### src/rtl/adsr_envelope.sv
// ADSR envelope generator: turns a note gate into a 0..127 amplitude contour.
// The envelope steps only on rate-enable ticks. Each phase has its own step interval.
module adsr_envelope #(
  parameter int DIV_W = 8
) (
  input  logic             clk,
  input  logic             rst,
  input  logic             tick,
  input  logic             gate,
  input  logic [DIV_W-1:0] attack_rate,
  input  logic [DIV_W-1:0] decay_rate,
  input  logic [6:0]       sustain_level,
  input  logic [DIV_W-1:0] release_rate,
  output logic [6:0]       amplitude,
  output logic [2:0]       state,
  output logic             active
);

  typedef enum logic [2:0] {
    S_IDLE    = 3'd0,
    S_ATTACK  = 3'd1,
    S_DECAY   = 3'd2,
    S_SUSTAIN = 3'd3,
    S_RELEASE = 3'd4
  } state_t;

  state_t           state_q, state_d;
  logic [6:0]       amp_q, amp_d;
  logic [DIV_W-1:0] div_cnt_q, div_cnt_d;
  logic             gate_q, gate_d;

  logic             rise, fall, step;
  logic [DIV_W-1:0] rate_sel;

  always_ff @(posedge clk) begin
    if (!rst) begin
      state_q   <= S_IDLE;
      amp_q     <= 7'd0;
      div_cnt_q <= '0;
      gate_q    <= 1'b0;
    end else begin
      state_q   <= state_d;
      amp_q     <= amp_d;
      div_cnt_q <= div_cnt_d;
      gate_q    <= gate_d;
    end
  end

  always_comb begin
    rise      = gate & ~gate_q;
    fall      = ~gate & gate_q;
    gate_d    = gate;
    state_d   = state_q;
    amp_d     = amp_q;
    div_cnt_d = div_cnt_q;
    step      = 1'b0;

    unique case (state_q)
      S_ATTACK:  rate_sel = attack_rate;
      S_DECAY:   rate_sel = decay_rate;
      S_RELEASE: rate_sel = release_rate;
      default:   rate_sel = '0;
    endcase

    if (rise) begin
      // Retrigger keeps the current amplitude so the attack resumes from it.
      state_d   = S_ATTACK;
      div_cnt_d = '0;
    end else if (fall && (state_q == S_ATTACK || state_q == S_DECAY ||
                          state_q == S_SUSTAIN)) begin
      state_d   = S_RELEASE;
      div_cnt_d = '0;
    end else if (!fall) begin
      unique case (state_q)
        S_ATTACK, S_DECAY, S_RELEASE: begin
          if (tick) begin
            if (div_cnt_q == rate_sel) begin
              div_cnt_d = '0;
              step      = 1'b1;
            end else begin
              div_cnt_d = div_cnt_q + 1'b1;
            end
          end
        end
        S_SUSTAIN: begin
          div_cnt_d = '0;
          amp_d     = sustain_level;
        end
        default: div_cnt_d = '0;
      endcase

      if (step) begin
        unique case (state_q)
          S_ATTACK: begin
            if (amp_q != 7'd127) amp_d = amp_q + 7'd1;
            if (amp_q >= 7'd126) state_d = S_DECAY;
          end
          S_DECAY: begin
            if (amp_q > sustain_level) begin
              amp_d = amp_q - 7'd1;
              if ((amp_q - 7'd1) <= sustain_level) state_d = S_SUSTAIN;
            end else begin
              state_d = S_SUSTAIN;
            end
          end
          S_RELEASE: begin
            if (amp_q != 7'd0) amp_d = amp_q - 7'd1;
            if (amp_q <= 7'd1) state_d = S_IDLE;
          end
          default: ;
        endcase
      end
    end
  end

  assign amplitude = amp_q;
  assign state     = state_q;
  assign active    = (state_q != S_IDLE);

endmodule

### config.mk
export PLATFORM = sky130hd
export DESIGN_NAME = adsr_envelope
export DESIGN_NICKNAME = d
export VERILOG_FILES = /design/src/rtl/adsr_envelope.sv
export SDC_FILE = /design/constraint.sdc
export NUM_CORES = 1
export LEC_CHECK = 0
export CELL_PAD_IN_SITES_DETAIL_PLACEMENT = 1
export CELL_PAD_IN_SITES_GLOBAL_PLACEMENT = 2
export CORE_UTILIZATION = 30
export DETAILED_ROUTE_END_ITERATION = 7
export HOLD_SLACK_MARGIN = 0.03
export PLACE_DENSITY_LB_ADDON = 0.1
export SLEW_MARGIN = 20
export SYNTH_ARGS = -nofsm -noshare
export SYNTH_HDL_FRONTEND = slang
export SYNTH_SLANG_ARGS = --single-unit
### constraint.sdc
create_clock -name clk -period 3.9 [get_ports clk]
set_clock_uncertainty 0.1 [all_clocks]
set_input_delay 0.975 -clock clk [delete_from_list [all_inputs] [get_ports clk]]
set_output_delay 0.975 -clock clk [all_outputs]
set_load 0.01 [all_outputs]
==> results.sh <==
export IMPL_status="finished, final reports clean"
export IMPL_critPathArrivalTime_ns=3.52
export IMPL_max_stage_delay_ns=0.50
export IMPL_synth_area_top_cells="dfxtp_1 (15%), ha_1 (12%), or4bb_1 (10%), a21oi_1 (4.7%), nand2_1 (4.1%)"
export IMPL_numPortBuffers=45
export IMPL_power_density_nw_per_um2=191
export IMPL_syn_inst=324
export IMPL_synth_top_area_share_pct=15.4
export IMPL_vias=2660
export IMPL_relSlewSlack_pct=50.5
export IMPL_die_area_sq_um=8600
export IMPL_clk_pin_slew_ns=0.08
export IMPL_area_delta_synth_final_pct=25.2
export IMPL_dp_slack_ns=0.123
export IMPL_gr_usage_all_layers_pct=20.5
export IMPL_cts_hold_buf=0
export IMPL_vdd_drop_max_uv=90.6
export IMPL_grt_max_degree=28
export IMPL_ys_seq_elements=19
export IMPL_yosysMostFrequentCell="nand2_1"
export IMPL_cts_max_path_buffers=2
export IMPL_hold_ws_ns=0.442
export IMPL_reg2reg_to="state[2]"
export IMPL_yosysTopAreaCell="dfxtp_1"
export IMPL_r2r_cells=11
export IMPL_cp_slowest_cell="or4bb_1"
export IMPL_max_cap_viol_count=0
export IMPL_grt_pass1_vias=2697
export IMPL_synthDistinctLibCells=51
export IMPL_critical_path_class="in2reg"
export IMPL_clkLatencyLatePin_ns=0.26
export IMPL_hold_class="reg2reg"
export IMPL_drt_pass1_iter_count=6
export IMPL_grt_pass1_wl_um=13900
export IMPL_cts_made_buffers=3
export IMPL_final_max_slew_viol_count=0
export IMPL_endpoint="state[2]"
export IMPL_drc=0
export IMPL_fin_ws_ns=0.440
export IMPL_ant_nets=0
export IMPL_clock_sinks=19
export IMPL_wl_per_cell_um=18.3
export IMPL_period_minus_slack_ns=3.46
export IMPL_r2r_start="amplitude[0]"
export IMPL_clock_fmax_mhz=289
export IMPL_io_pins=46
export IMPL_htree_levels=1
export IMPL_syn_cell_area_sq_um=2470
export IMPL_drt_total_wl_um=8510
export IMPL_syn_nets=382
export IMPL_end_kind="flop"
export IMPL_ys_warn_count=0
export IMPL_drive_gt1_share_pct=9.62
export IMPL_cts_resized=0
export IMPL_antenna_found_initial=0
export IMPL_die_x_um=92.8
export IMPL_hold_violations=0
export IMPL_yosysSeqAreaShare_pct=15.4
export IMPL_final_nets=423
export IMPL_cts_setup_buffers=0
export IMPL_async_reset_ff_share_pct=0
export IMPL_synth_common_cells="nand2_1 (27), a21oi_1 (23), ha_1 (23), or4bb_1 (23), nor2_1 (20)"
export IMPL_grt_overflow_total=0
export IMPL_final_setup_tns_ns=0
export IMPL_first_iter_violations=58
export IMPL_synth_edf_count=0
export IMPL_worstSetupStartpoint="attack_rate[6]"
export IMPL_tightestPinTransition_ns=0.742
export IMPL_hpwl_um=6530
export IMPL_place_congestion=0.795
export IMPL_place_area_sq_um=3050
export IMPL_via_per_inst=5.71
export IMPL_syn_area_per_cell_sq_um=7.63
export IMPL_ys_flop_type="dfxtp_1"
export IMPL_coreArea_sq_um=7850
export IMPL_p_leak_nw=1.13
export IMPL_crit_fanout=12
export IMPL_row_count=32
export IMPL_setup_violations=0
export IMPL_fin_crit_sh_pct=88.7
export IMPL_crit_chain="clkdlybuf4s50_1 -> or4bb_1 -> and4_1 -> nor4b_2 -> nand4_2 -> nor2_4 -> nand3b_1 -> a32o_1"
export IMPL_utilization_pct=39.4
export IMPL_antenna_cells=0
export IMPL_crit_required_ns=3.96
export IMPL_start_kind="input port"
export IMPL_design_area_sq_um=3090
export IMPL_die_height_um=92.8
export IMPL_cts_root_buf="clkbuf_8"
export IMPL_rsz0062_at_grt="false"
export IMPL_ff2ff_setup_slack_ns=0.53
export IMPL_start_util_pct=31.5
export IMPL_cts_tree="yes"
## worst min-delay path by stage
stage	startpoint	end	slack, ns	cells after the start
detailed placement	div_cnt_q[0]	div_cnt_q[0]	0.43	2
CTS	div_cnt_q[0]	div_cnt_q[0]	0.45	2
global placement	div_cnt_q[0]	div_cnt_q[0]	0.42	2
finish	div_cnt_q[0]	div_cnt_q[0]	0.44	2
floorplan	div_cnt_q[1]	div_cnt_q[1]	0.37	2
global route	div_cnt_q[0]	div_cnt_q[0]	0.48	2
## per-layer routing
metal,routed length (um),up-vias,global-route usage [%]
met4,106,0,4.87
met1,3860,1292,24.7
li1,-,1311,-
met3,328,9,3.28
met5,0,-,0
met2,4210,48,37.6
## per-stage QoR
step                power [mW]  cells
global placement         0.448    462
CTS                      0.599    466
floorplan                0.354    324
detailed placement       0.451    462
finish                   0.589    466
global route             0.634    466
## final cells by class
cell class / instances / area, sq um
Sequential cell: 19 / 380
Inverter: 17 / 63.8
Clock buffer: 3 / 41.3
Fill cell: 975 / 4750
Multi-Input combinational cell: 266 / 1930
Timing Repair Buffer: 58 / 548
Tap cell: 102 / 128
Clock inverter: 1 / 5.00
## cell usage in the layout, fill, tap and decap left out, types with 7 or more instances in the layout
cell type | Yosys | routed
dfxtp_1 | 19 | 19
a21oi_1 | 23 | 23
ha_1 | 23 | 23
or4bb_1 | 23 | 23
nor3_1 | 7 | 7
buf_4 | 1 | 13
o21ai_0 | 14 | 14
nor2_1 | 20 | 20
clkdlybuf4s50_1 | 0 | 45
a31oi_1 | 13 | 13
nand2_1 | 27 | 27
nand4_1 | 7 | 7
nand3_1 | 16 | 16
inv_1 | 17 | 17
a31o_2 | 7 | 7
## sequential cells by signal (all words and copies together) (netlist names)
name and count:
gate_q 1, amplitude 7, div_cnt_q 8, state 3
## cell families after synthesis
family	share of synthesized area, %
mux	1.62
buf+inv	6.63
xor+xnor	3.54
compound gates	24.1
flops	15.4
simple gates	37.1
fa+ha+maj	11.6
## power breakdown
group / leakage (nW) / internal [mW] / switching [mW]
logic: 0.952 / 0.112 / 0.123
registers: 0.154 / 0.199 / 0.0131
clock network: 0.0255 / 0.0713 / 0.0717
total: 1.13 / 0.382 / 0.207
## critical path, delay by kind of cell
family                 cells  cell delay, ns
AO/OA/AOI/OAI              1            0.28
AND/OR/NAND/NOR            6            1.80
buffers and inverters      1            0.46
Power figures use the tool's default switching activity.
